### src/rtl/mc_ctrl_if.sv
// Control bundle between the multi-cycle MIPS controller (master) and its datapath (slave).
interface mc_ctrl_if #(
  parameter int ST_W = 5
);
  logic [5:0]      OPcode;
  logic [5:0]      Fun;
  logic            zero;
  logic            MIO_ready;
  logic            PCWrite;
  logic            IorD;
  logic            MemRead;
  logic            MemWrite;
  logic            IRWrite;
  logic            RegDst;
  logic            MemtoReg;
  logic            RegWrite;
  logic            ALUSrcA;
  logic [1:0]      ALUSrcB;
  logic [1:0]      PCSource;
  logic [2:0]      ALU_Control;
  logic [ST_W-1:0] state_out;

  modport master (
    input  OPcode, Fun, zero, MIO_ready,
    output PCWrite, IorD, MemRead, MemWrite, IRWrite, RegDst, MemtoReg,
           RegWrite, ALUSrcA, ALUSrcB, PCSource, ALU_Control, state_out
  );

  modport slave (
    output OPcode, Fun, zero, MIO_ready,
    input  PCWrite, IorD, MemRead, MemWrite, IRWrite, RegDst, MemtoReg,
           RegWrite, ALUSrcA, ALUSrcB, PCSource, ALU_Control, state_out
  );
endinterface

### src/rtl/mc_ctrl_unit.sv
// Multi-cycle MIPS control FSM; Moore outputs are registered from the next-state decode.
// Define MIO_WAIT_EN to stall IF/MEM_RD/MEM_WR until the memory reports MIO_ready.
module mc_ctrl_unit #(
  parameter int ST_W = 5
) (
  input logic      clk,
  input logic      rst,
  mc_ctrl_if.master bus
);

  typedef enum logic [ST_W-1:0] {
    S_IF     = 0,
    S_ID     = 1,
    S_EX_MEM = 2,
    S_MEM_RD = 3,
    S_WB_LW  = 4,
    S_MEM_WR = 5,
    S_EX_R   = 6,
    S_WB_R   = 7,
    S_EX_BR  = 8,
    S_EX_J   = 9,
    S_EX_I   = 10,
    S_WB_I   = 11
  } state_t;

  typedef struct packed {
    logic       iord;
    logic       mem_read;
    logic       mem_write;
    logic       ir_write;
    logic       reg_dst;
    logic       mem_to_reg;
    logic       reg_write;
    logic       alu_src_a;
    logic [1:0] alu_src_b;
    logic [1:0] pc_source;
    logic [2:0] alu_ctl;
    logic       pc_write;
  } ctrl_t;

  localparam logic [2:0] ALU_AND = 3'b000;
  localparam logic [2:0] ALU_OR  = 3'b001;
  localparam logic [2:0] ALU_ADD = 3'b010;
  localparam logic [2:0] ALU_XOR = 3'b011;
  localparam logic [2:0] ALU_NOR = 3'b100;
  localparam logic [2:0] ALU_SRL = 3'b101;
  localparam logic [2:0] ALU_SUB = 3'b110;
  localparam logic [2:0] ALU_SLT = 3'b111;

  state_t state;
  ctrl_t  ctrl_q;
  logic   br_ne;
  logic   mio_ok;
  logic   pc_write;

`ifdef MIO_WAIT_EN
  assign mio_ok = bus.MIO_ready;
`else
  logic unused_mio;
  assign unused_mio = bus.MIO_ready;
  assign mio_ok     = 1'b1;
`endif

  // Returns {fun_known, alu_code}; unknown functs fall back to ADD.
  function automatic logic [3:0] fun_alu(input logic [5:0] fn);
    case (fn)
      6'b100000: return {1'b1, ALU_ADD};
      6'b100010: return {1'b1, ALU_SUB};
      6'b100100: return {1'b1, ALU_AND};
      6'b100101: return {1'b1, ALU_OR};
      6'b101010: return {1'b1, ALU_SLT};
      6'b100111: return {1'b1, ALU_NOR};
      6'b100110: return {1'b1, ALU_XOR};
      6'b000010: return {1'b1, ALU_SRL};
      default:   return {1'b0, ALU_ADD};
    endcase
  endfunction

  function automatic logic [2:0] imm_alu(input logic [5:0] op);
    case (op)
      6'b001100: return ALU_AND;
      6'b001101: return ALU_OR;
      6'b001010: return ALU_SLT;
      default:   return ALU_ADD;
    endcase
  endfunction

  function automatic state_t next_state(input state_t s, input logic [5:0] op,
                                        input logic rdy);
    case (s)
      S_IF:     return rdy ? S_ID : S_IF;
      S_ID: begin
        case (op)
          6'b100011, 6'b101011:                       return S_EX_MEM;
          6'b000000:                                  return S_EX_R;
          6'b000100, 6'b000101:                       return S_EX_BR;
          6'b000010:                                  return S_EX_J;
          6'b001000, 6'b001100, 6'b001101, 6'b001010: return S_EX_I;
          default:                                    return S_IF;
        endcase
      end
      S_EX_MEM: return (op == 6'b100011) ? S_MEM_RD : S_MEM_WR;
      S_MEM_RD: return rdy ? S_WB_LW : S_MEM_RD;
      S_MEM_WR: return rdy ? S_IF : S_MEM_WR;
      S_EX_R:   return S_WB_R;
      S_EX_I:   return S_WB_I;
      default:  return S_IF;
    endcase
  endfunction

  function automatic ctrl_t decode(input state_t s, input logic [5:0] op,
                                   input logic [5:0] fn);
    ctrl_t      c;
    logic [3:0] fa;
    c  = '0;
    fa = fun_alu(fn);
    case (s)
      S_IF: begin
        c.mem_read  = 1'b1;
        c.ir_write  = 1'b1;
        c.alu_src_b = 2'b01;
        c.alu_ctl   = ALU_ADD;
        c.pc_write  = 1'b1;
      end
      S_ID: begin
        c.alu_src_b = 2'b11;
        c.alu_ctl   = ALU_ADD;
      end
      S_EX_MEM: begin
        c.alu_src_a = 1'b1;
        c.alu_src_b = 2'b10;
        c.alu_ctl   = ALU_ADD;
      end
      S_MEM_RD: begin
        c.mem_read = 1'b1;
        c.iord     = 1'b1;
      end
      S_WB_LW: begin
        c.reg_write  = 1'b1;
        c.mem_to_reg = 1'b1;
      end
      S_MEM_WR: begin
        c.mem_write = 1'b1;
        c.iord      = 1'b1;
      end
      S_EX_R: begin
        c.alu_src_a = 1'b1;
        c.alu_ctl   = fa[2:0];
      end
      S_WB_R: begin
        c.reg_write = fa[3];
        c.reg_dst   = 1'b1;
      end
      S_EX_BR: begin
        c.alu_src_a = 1'b1;
        c.alu_ctl   = ALU_SUB;
        c.pc_source = 2'b01;
      end
      S_EX_J: begin
        c.pc_source = 2'b10;
        c.pc_write  = 1'b1;
      end
      S_EX_I: begin
        c.alu_src_a = 1'b1;
        c.alu_src_b = 2'b10;
        c.alu_ctl   = imm_alu(op);
      end
      S_WB_I:  c.reg_write = 1'b1;
      default: c = '0;
    endcase
    return c;
  endfunction

  // Outputs are registered alongside the state so they reflect the state being entered.
  always_ff @(posedge clk) begin
    if (rst) begin
      state  <= S_IF;
      ctrl_q <= decode(S_IF, bus.OPcode, bus.Fun);
      br_ne  <= 1'b0;
    end else begin
      state  <= next_state(state, bus.OPcode, mio_ok);
      ctrl_q <= decode(next_state(state, bus.OPcode, mio_ok), bus.OPcode, bus.Fun);
      if (next_state(state, bus.OPcode, mio_ok) == S_EX_BR)
        br_ne <= bus.OPcode[0];
    end
  end

  // Branch outcome and memory handshake gate PCWrite within the current cycle.
  always_comb begin
    pc_write = ctrl_q.pc_write;
    if (state == S_EX_BR)
      pc_write = br_ne ? ~bus.zero : bus.zero;
`ifdef MIO_WAIT_EN
    if (state == S_IF)
      pc_write = bus.MIO_ready;
`endif
  end

  assign bus.PCWrite     = pc_write;
  assign bus.IorD        = ctrl_q.iord;
  assign bus.MemRead     = ctrl_q.mem_read;
  assign bus.MemWrite    = ctrl_q.mem_write;
  assign bus.IRWrite     = ctrl_q.ir_write;
  assign bus.RegDst      = ctrl_q.reg_dst;
  assign bus.MemtoReg    = ctrl_q.mem_to_reg;
  assign bus.RegWrite    = ctrl_q.reg_write;
  assign bus.ALUSrcA     = ctrl_q.alu_src_a;
  assign bus.ALUSrcB     = ctrl_q.alu_src_b;
  assign bus.PCSource    = ctrl_q.pc_source;
  assign bus.ALU_Control = ctrl_q.alu_ctl;
  assign bus.state_out   = state;

endmodule

### src/flat_wrapper.sv
// flat-port wrapper written by rule: the top's interface ports become plain ports
module mc_ctrl_unit_flat 
#(
  parameter int ST_W = 5
)
  (clk, rst, bus_OPcode, bus_Fun, bus_zero, bus_MIO_ready, bus_PCWrite, bus_IorD, bus_MemRead, bus_MemWrite, bus_IRWrite, bus_RegDst, bus_MemtoReg, bus_RegWrite, bus_ALUSrcA, bus_ALUSrcB, bus_PCSource, bus_ALU_Control, bus_state_out);
  mc_ctrl_if #(.ST_W(ST_W)) bus_i ();
  input logic clk;
  input logic rst;
  input wire logic [$bits(bus_i.OPcode)-1:0] bus_OPcode;
  input wire logic [$bits(bus_i.Fun)-1:0] bus_Fun;
  input wire logic [$bits(bus_i.zero)-1:0] bus_zero;
  input wire logic [$bits(bus_i.MIO_ready)-1:0] bus_MIO_ready;
  output wire logic [$bits(bus_i.PCWrite)-1:0] bus_PCWrite;
  output wire logic [$bits(bus_i.IorD)-1:0] bus_IorD;
  output wire logic [$bits(bus_i.MemRead)-1:0] bus_MemRead;
  output wire logic [$bits(bus_i.MemWrite)-1:0] bus_MemWrite;
  output wire logic [$bits(bus_i.IRWrite)-1:0] bus_IRWrite;
  output wire logic [$bits(bus_i.RegDst)-1:0] bus_RegDst;
  output wire logic [$bits(bus_i.MemtoReg)-1:0] bus_MemtoReg;
  output wire logic [$bits(bus_i.RegWrite)-1:0] bus_RegWrite;
  output wire logic [$bits(bus_i.ALUSrcA)-1:0] bus_ALUSrcA;
  output wire logic [$bits(bus_i.ALUSrcB)-1:0] bus_ALUSrcB;
  output wire logic [$bits(bus_i.PCSource)-1:0] bus_PCSource;
  output wire logic [$bits(bus_i.ALU_Control)-1:0] bus_ALU_Control;
  output wire logic [$bits(bus_i.state_out)-1:0] bus_state_out;
  assign bus_i.OPcode = bus_OPcode;
  assign bus_i.Fun = bus_Fun;
  assign bus_i.zero = bus_zero;
  assign bus_i.MIO_ready = bus_MIO_ready;
  assign bus_PCWrite = bus_i.PCWrite;
  assign bus_IorD = bus_i.IorD;
  assign bus_MemRead = bus_i.MemRead;
  assign bus_MemWrite = bus_i.MemWrite;
  assign bus_IRWrite = bus_i.IRWrite;
  assign bus_RegDst = bus_i.RegDst;
  assign bus_MemtoReg = bus_i.MemtoReg;
  assign bus_RegWrite = bus_i.RegWrite;
  assign bus_ALUSrcA = bus_i.ALUSrcA;
  assign bus_ALUSrcB = bus_i.ALUSrcB;
  assign bus_PCSource = bus_i.PCSource;
  assign bus_ALU_Control = bus_i.ALU_Control;
  assign bus_state_out = bus_i.state_out;
  mc_ctrl_unit #(.ST_W(ST_W)) u_core (.clk(clk), .rst(rst), .bus(bus_i));
endmodule
### config.mk
export PLATFORM = sky130hd
export DESIGN_NAME = mc_ctrl_unit_flat
export DESIGN_NICKNAME = d
export VERILOG_FILES = /design/src/rtl/mc_ctrl_if.sv /design/src/rtl/mc_ctrl_unit.sv /design/src/flat_wrapper.sv
export SDC_FILE = /design/constraint.sdc
export NUM_CORES = 1
export LEC_CHECK = 0
export BUFFER_PORTS_ARGS = -buffer_cell sky130_fd_sc_hd__buf_2
export CAP_MARGIN = 0
export CORE_UTILIZATION = 50
export CTS_CLUSTER_DIAMETER = 30
export DETAILED_ROUTE_END_ITERATION = 6
export PLACE_DENSITY = 0.79
export RECOVER_POWER = 50
export REMOVE_ABC_BUFFERS = 1
export SLEW_MARGIN = 20
export SYNTH_ARGS = -nofsm -noshare
export SYNTH_HDL_FRONTEND = slang
export SYNTH_SLANG_ARGS = --single-unit
### constraint.sdc
create_clock -name clk -period 2 [get_ports clk]
set_clock_uncertainty 0.05 [all_clocks]
set_input_delay 0.1 -clock clk [delete_from_list [all_inputs] [get_ports clk]]
set_output_delay 0.1 -clock clk [all_outputs]
set_load 0.1 [all_outputs]
==> flow_metrics.py <==
metrics = {
    "placed_design": {
        "dp_worst_setup_slack_ns": 0.207,
        "port_buffers": 34,
        "dp_hpwl_um": 2140,
        "place.gp.congestion": 0.917,
        "placedInstanceArea_um2": 1400,
    },
    "detailed_routing": {
        "dr_wl_met3_um": 137,
        "met2_length_um": 1320,
        "routed_wirelength_um": 2770,
        "drt-wirelength-per-cell_um": 14.0,
        "drt-pass1-iter-count": 4,
        "vias_per_cell": 5.89,
        "via_count": 1167,
        "route.detailed.drc": 0,
        "ant_nets": 0,
        "highest-signal-layer": "met4",
        "first_drt_iteration_drcs": 38,
        "drt-met1-wl_um": 1200,
    },
    "worst_setup_path": {
        "critical_path.startpoint_type": "register",
        "critPathMaxStageDelay_ns": 0.45,
        "crit_fanout": 6,
        "critical_path_data_required_time_ns": 1.85,
        "crit-reg2reg-capture": "u_core.br_ne",
        "worstReg2RegStart": "u_core.bus.state_out[2]",
        "r2r.worst_path.cells": 6,
        "timing.critical_path.slowest_stage_cell": "sky130_fd_sc_hd__dfxtp_1",
        "setup.worst_path.class": "register to output port",
        "crit_chain": "or2b_1 > nor3_1 > nor2_1 > a21oi_1 > buf_12",
        "register_to_register_setup_slack_ns": 0.14,
        "worst-endpoint-arrival_ns": 1.75,
        "endpoint_kind": "output port",
    },
    "flow_run": {
        "maxCapViolCount": 0,
    },
    "timing": {
        "slew-limit-headroom_pct": 22.6,
        "setup-violations-final": 0,
        "setup_total_negative_slack_ns": 0,
        "post-route-worst-setup-slack_ns": 0.100,
        "hold_viol": 0,
        "rsz0062_at_grt": "false",
        "tightestPinTransition_ns": 1.17,
        "tmin_final_ns": 1.90,
        "clock.fmax_ghz": 0.526,
        "report.final.slew_viol_count": 0,
        "min_period_over_period_pct": 95.0,
    },
    "logic_synthesis": {
        "synth_cells": 144,
        "yosys.cell_types.count": 58,
        "share_of_synthesized_flip_flops_with_an_asynchronous_set_or_reset_pct": 0,
        "yosysTopAreaCellShare_pct": 32.9,
        "cells_taking_the_most_area_after_synthesis": "sky130_fd_sc_hd__dfxtp_1 33%, sky130_fd_sc_hd__buf_4 5.3%, sky130_fd_sc_hd__nand2_1 3.8%",
        "postSynthAreaPerCell_um2": 8.86,
        "synth_top_flop_cell": "sky130_fd_sc_hd__dfxtp_1",
        "synth.yosys.seq_area_share_pct": 32.9,
        "number_of_enable_type_register_cells_in_the_synthesized_netlist": 0,
        "synth_top_cell_by_area": "sky130_fd_sc_hd__dfxtp_1",
        "synthesis.area_um2": 1280,
        "yosys_register_bits": 21,
        "synthesis.yosys.warnings": 0,
    },
    "clocking": {
        "numCtsBuffers": 3,
        "cts_resized": 0,
        "clock_sink_total": 21,
        "cts-hold-fix-buffers": 0,
        "cts-root-buf": "sky130_fd_sc_hd__clkbuf_4",
        "cts_setup_buffers": 0,
        "clock_insertion_delay_worst_skew_ns": 0.31,
        "register_clock_pin_slew_on_the_reported_worst_setup_and_hold_paths_ns": 0.12,
        "cts.path.max_buffers": 2,
        "clock_tree.htree_level_count": 1,
        "tritoncts": "yes",
    },
    "global_route": {
        "first_global_vias": 1084,
        "wire_length_of_the_first_global_routing_pass_um": 4690,
        "global_route.overflow_total": 0,
        "track_usage_pct": 23.0,
        "grt_max_degree": 13,
        "initial_antenna_violation_count": 0,
    },
    "cells_and_area": {
        "proportion_of_layout_cells_with_a_drive_suffix_above_1_pct": 22.4,
        "flip_flop_and_latch_area_um2": 420,
        "multi_input_comb_area_um2": 716,
        "finalInstanceArea_um2": 1400,
        "num-fill-cells": 222,
        "finish.net_count": 187,
        "area.growth.synth_to_final_pct": 9.61,
        "n_antenna_cell": 0,
        "layout.core_utilization_pct": 60.3,
    },
    "floorplanning": {
        "floorplan.die_area_um2": 2760,
        "floorplan.initialDensity_pct": 55.0,
        "num_rows": 17,
        "die-width_um": 52.5,
        "floorplan_core_area_um2": 2320,
        "pin_count": 37,
        "die_h_um": 52.5,
    },
    "power": {
        "power_density_nw_per_um2": 641,
        "total_leakage_power_uw": 0.000537,
        "irDropWorstVdd_mv": 0.422,
    },
    "min_path": {
        "hold-path-endpoint": "u_core.bus.PCSource[0]",
        "hp-start": "rst",
        "hold_class": "primary input to register",
        "holdPathStages": 2,
    },
    "status": {
        "status": "complete, no violations",
    },
}
## critical path, delay by kind of cell, from the launching register on
| kind | cells | cell delay (ns) |
|---|---|---|
| flops | 1 | 0.45 |
| buf+inv | 1 | 0.21 |
| compound gates | 1 | 0.22 |
| simple gates | 3 | 0.54 |
## power breakdown
group          switching, uW  internal, uW
logic                    184          62.4
registers               8.34           431
clock network            137          74.9
## how the worst max path moves through the flow
| stage | startpoint | end | cells past startpoint |
|---|---|---|---|
| after global placement | u_core.bus.state_out[3] | u_core.bus.ALU_Control[1] | 6 |
| after CTS | u_core.bus.state_out[3] | bus_PCWrite | 5 |
| final | u_core.bus.state_out[3] | bus_PCWrite | 5 |
| after floorplan | u_core.bus.state_out[3] | bus_PCWrite | 4 |
| after detailed placement | u_core.bus.state_out[3] | u_core.bus.ALU_Control[1] | 6 |
| after global routing | u_core.bus.state_out[3] | u_core.bus.ALU_Control[1] | 6 |
## per-stage QoR
step                      total power, uW  std cells  hold WS [ns]
final                                 896        198        0.0528
after CTS                             897        198        0.0433
after global placement                690        194         0.380
after detailed placement              696        194         0.371
after global routing                  934        198        0.0753
after floorplan                       623        129         0.119
## area by class of cell
type	instances	area share (%)
clock buffer	3	1.61
clock inverter	1	0.358
inverter	4	1.07
multi-input combinational	104	51.2
sequential	21	30.1
tap	28	2.50
timing repair buffer	37	13.2
## registers in the layout, indices dropped and copies added, names as in the netlist
name and flops:
u_core.bus.state_out 4, u_core.bus.ALU_Control 3, u_core.bus.ALUSrcB 2, u_core.bus.PCSource 2, u_core.br_ne 1, u_core.bus.ALUSrcA 1
u_core.bus.IRWrite 1, u_core.bus.IorD 1, u_core.bus.MemRead 1, u_core.bus.MemWrite 1, u_core.bus.MemtoReg 1, u_core.bus.RegDst 1
u_core.bus.RegWrite 1, u_core.ctrl_q 1
## layout by cell type (no fill, tap or decap), types with 2 or more instances in the layout
| cell type | n |
|---|---|
| sky130_fd_sc_hd__nand3_1 | 2 |
| sky130_fd_sc_hd__nand3b_1 | 2 |
| sky130_fd_sc_hd__buf_2 | 18 |
| sky130_fd_sc_hd__a31o_1 | 2 |
| sky130_fd_sc_hd__and3_1 | 2 |
| sky130_fd_sc_hd__a31oi_1 | 3 |
| sky130_fd_sc_hd__a21oi_1 | 9 |
| sky130_fd_sc_hd__nor3_1 | 3 |
| sky130_fd_sc_hd__o21ai_0 | 3 |
| sky130_fd_sc_hd__o31ai_1 | 2 |
| sky130_fd_sc_hd__nor2_2 | 2 |
| sky130_fd_sc_hd__xnor2_1 | 2 |
| sky130_fd_sc_hd__buf_4 | 2 |
| sky130_fd_sc_hd__nand2_1 | 13 |
| sky130_fd_sc_hd__nor2_1 | 13 |
| sky130_fd_sc_hd__nor3_2 | 2 |
| sky130_fd_sc_hd__clkbuf_4 | 3 |
| sky130_fd_sc_hd__and2_1 | 2 |
| sky130_fd_sc_hd__clkbuf_1 | 16 |
| sky130_fd_sc_hd__inv_1 | 3 |
| sky130_fd_sc_hd__dfxtp_1 | 21 |
| sky130_fd_sc_hd__nand2b_1 | 5 |
| sky130_fd_sc_hd__nor2b_1 | 3 |
## kinds of logic (layout without fill, tap and decap cells)
| group | Yosys count | after routing | synth area share [%] |
|---|---|---|---|
| compound gates | 38 | 38 | 25.1 |
| flops | 21 | 21 | 32.9 |
| other cells | 1 | 1 | 0.294 |
| buf+inv | 19 | 45 | 10.2 |
| xor+xnor | 2 | 2 | 1.37 |
| simple gates | 61 | 61 | 28.5 |
| mux | 1 | 1 | 0.784 |
| fa+ha+maj | 1 | 1 | 0.784 |
## layer usage
metal	global-route usage (%)	vias to the layer above
li1	-	566
met1	26.4	540
met2	38.2	53
met3	2.61	8
met4	18.4	0
met5	0	-
## Yosys cell counts, drive strengths merged (3+ instances only)
cell	instances
nor2	15
dfxtp	21
o21ai	5
nand3b	3
nand2	13
buf	14
a31o	3
a31oi	4
inv	4
a211oi	3
nor2b	3
nor3	5
a21oi	10
nand2b	5
(Power assumes the default switching activity.)
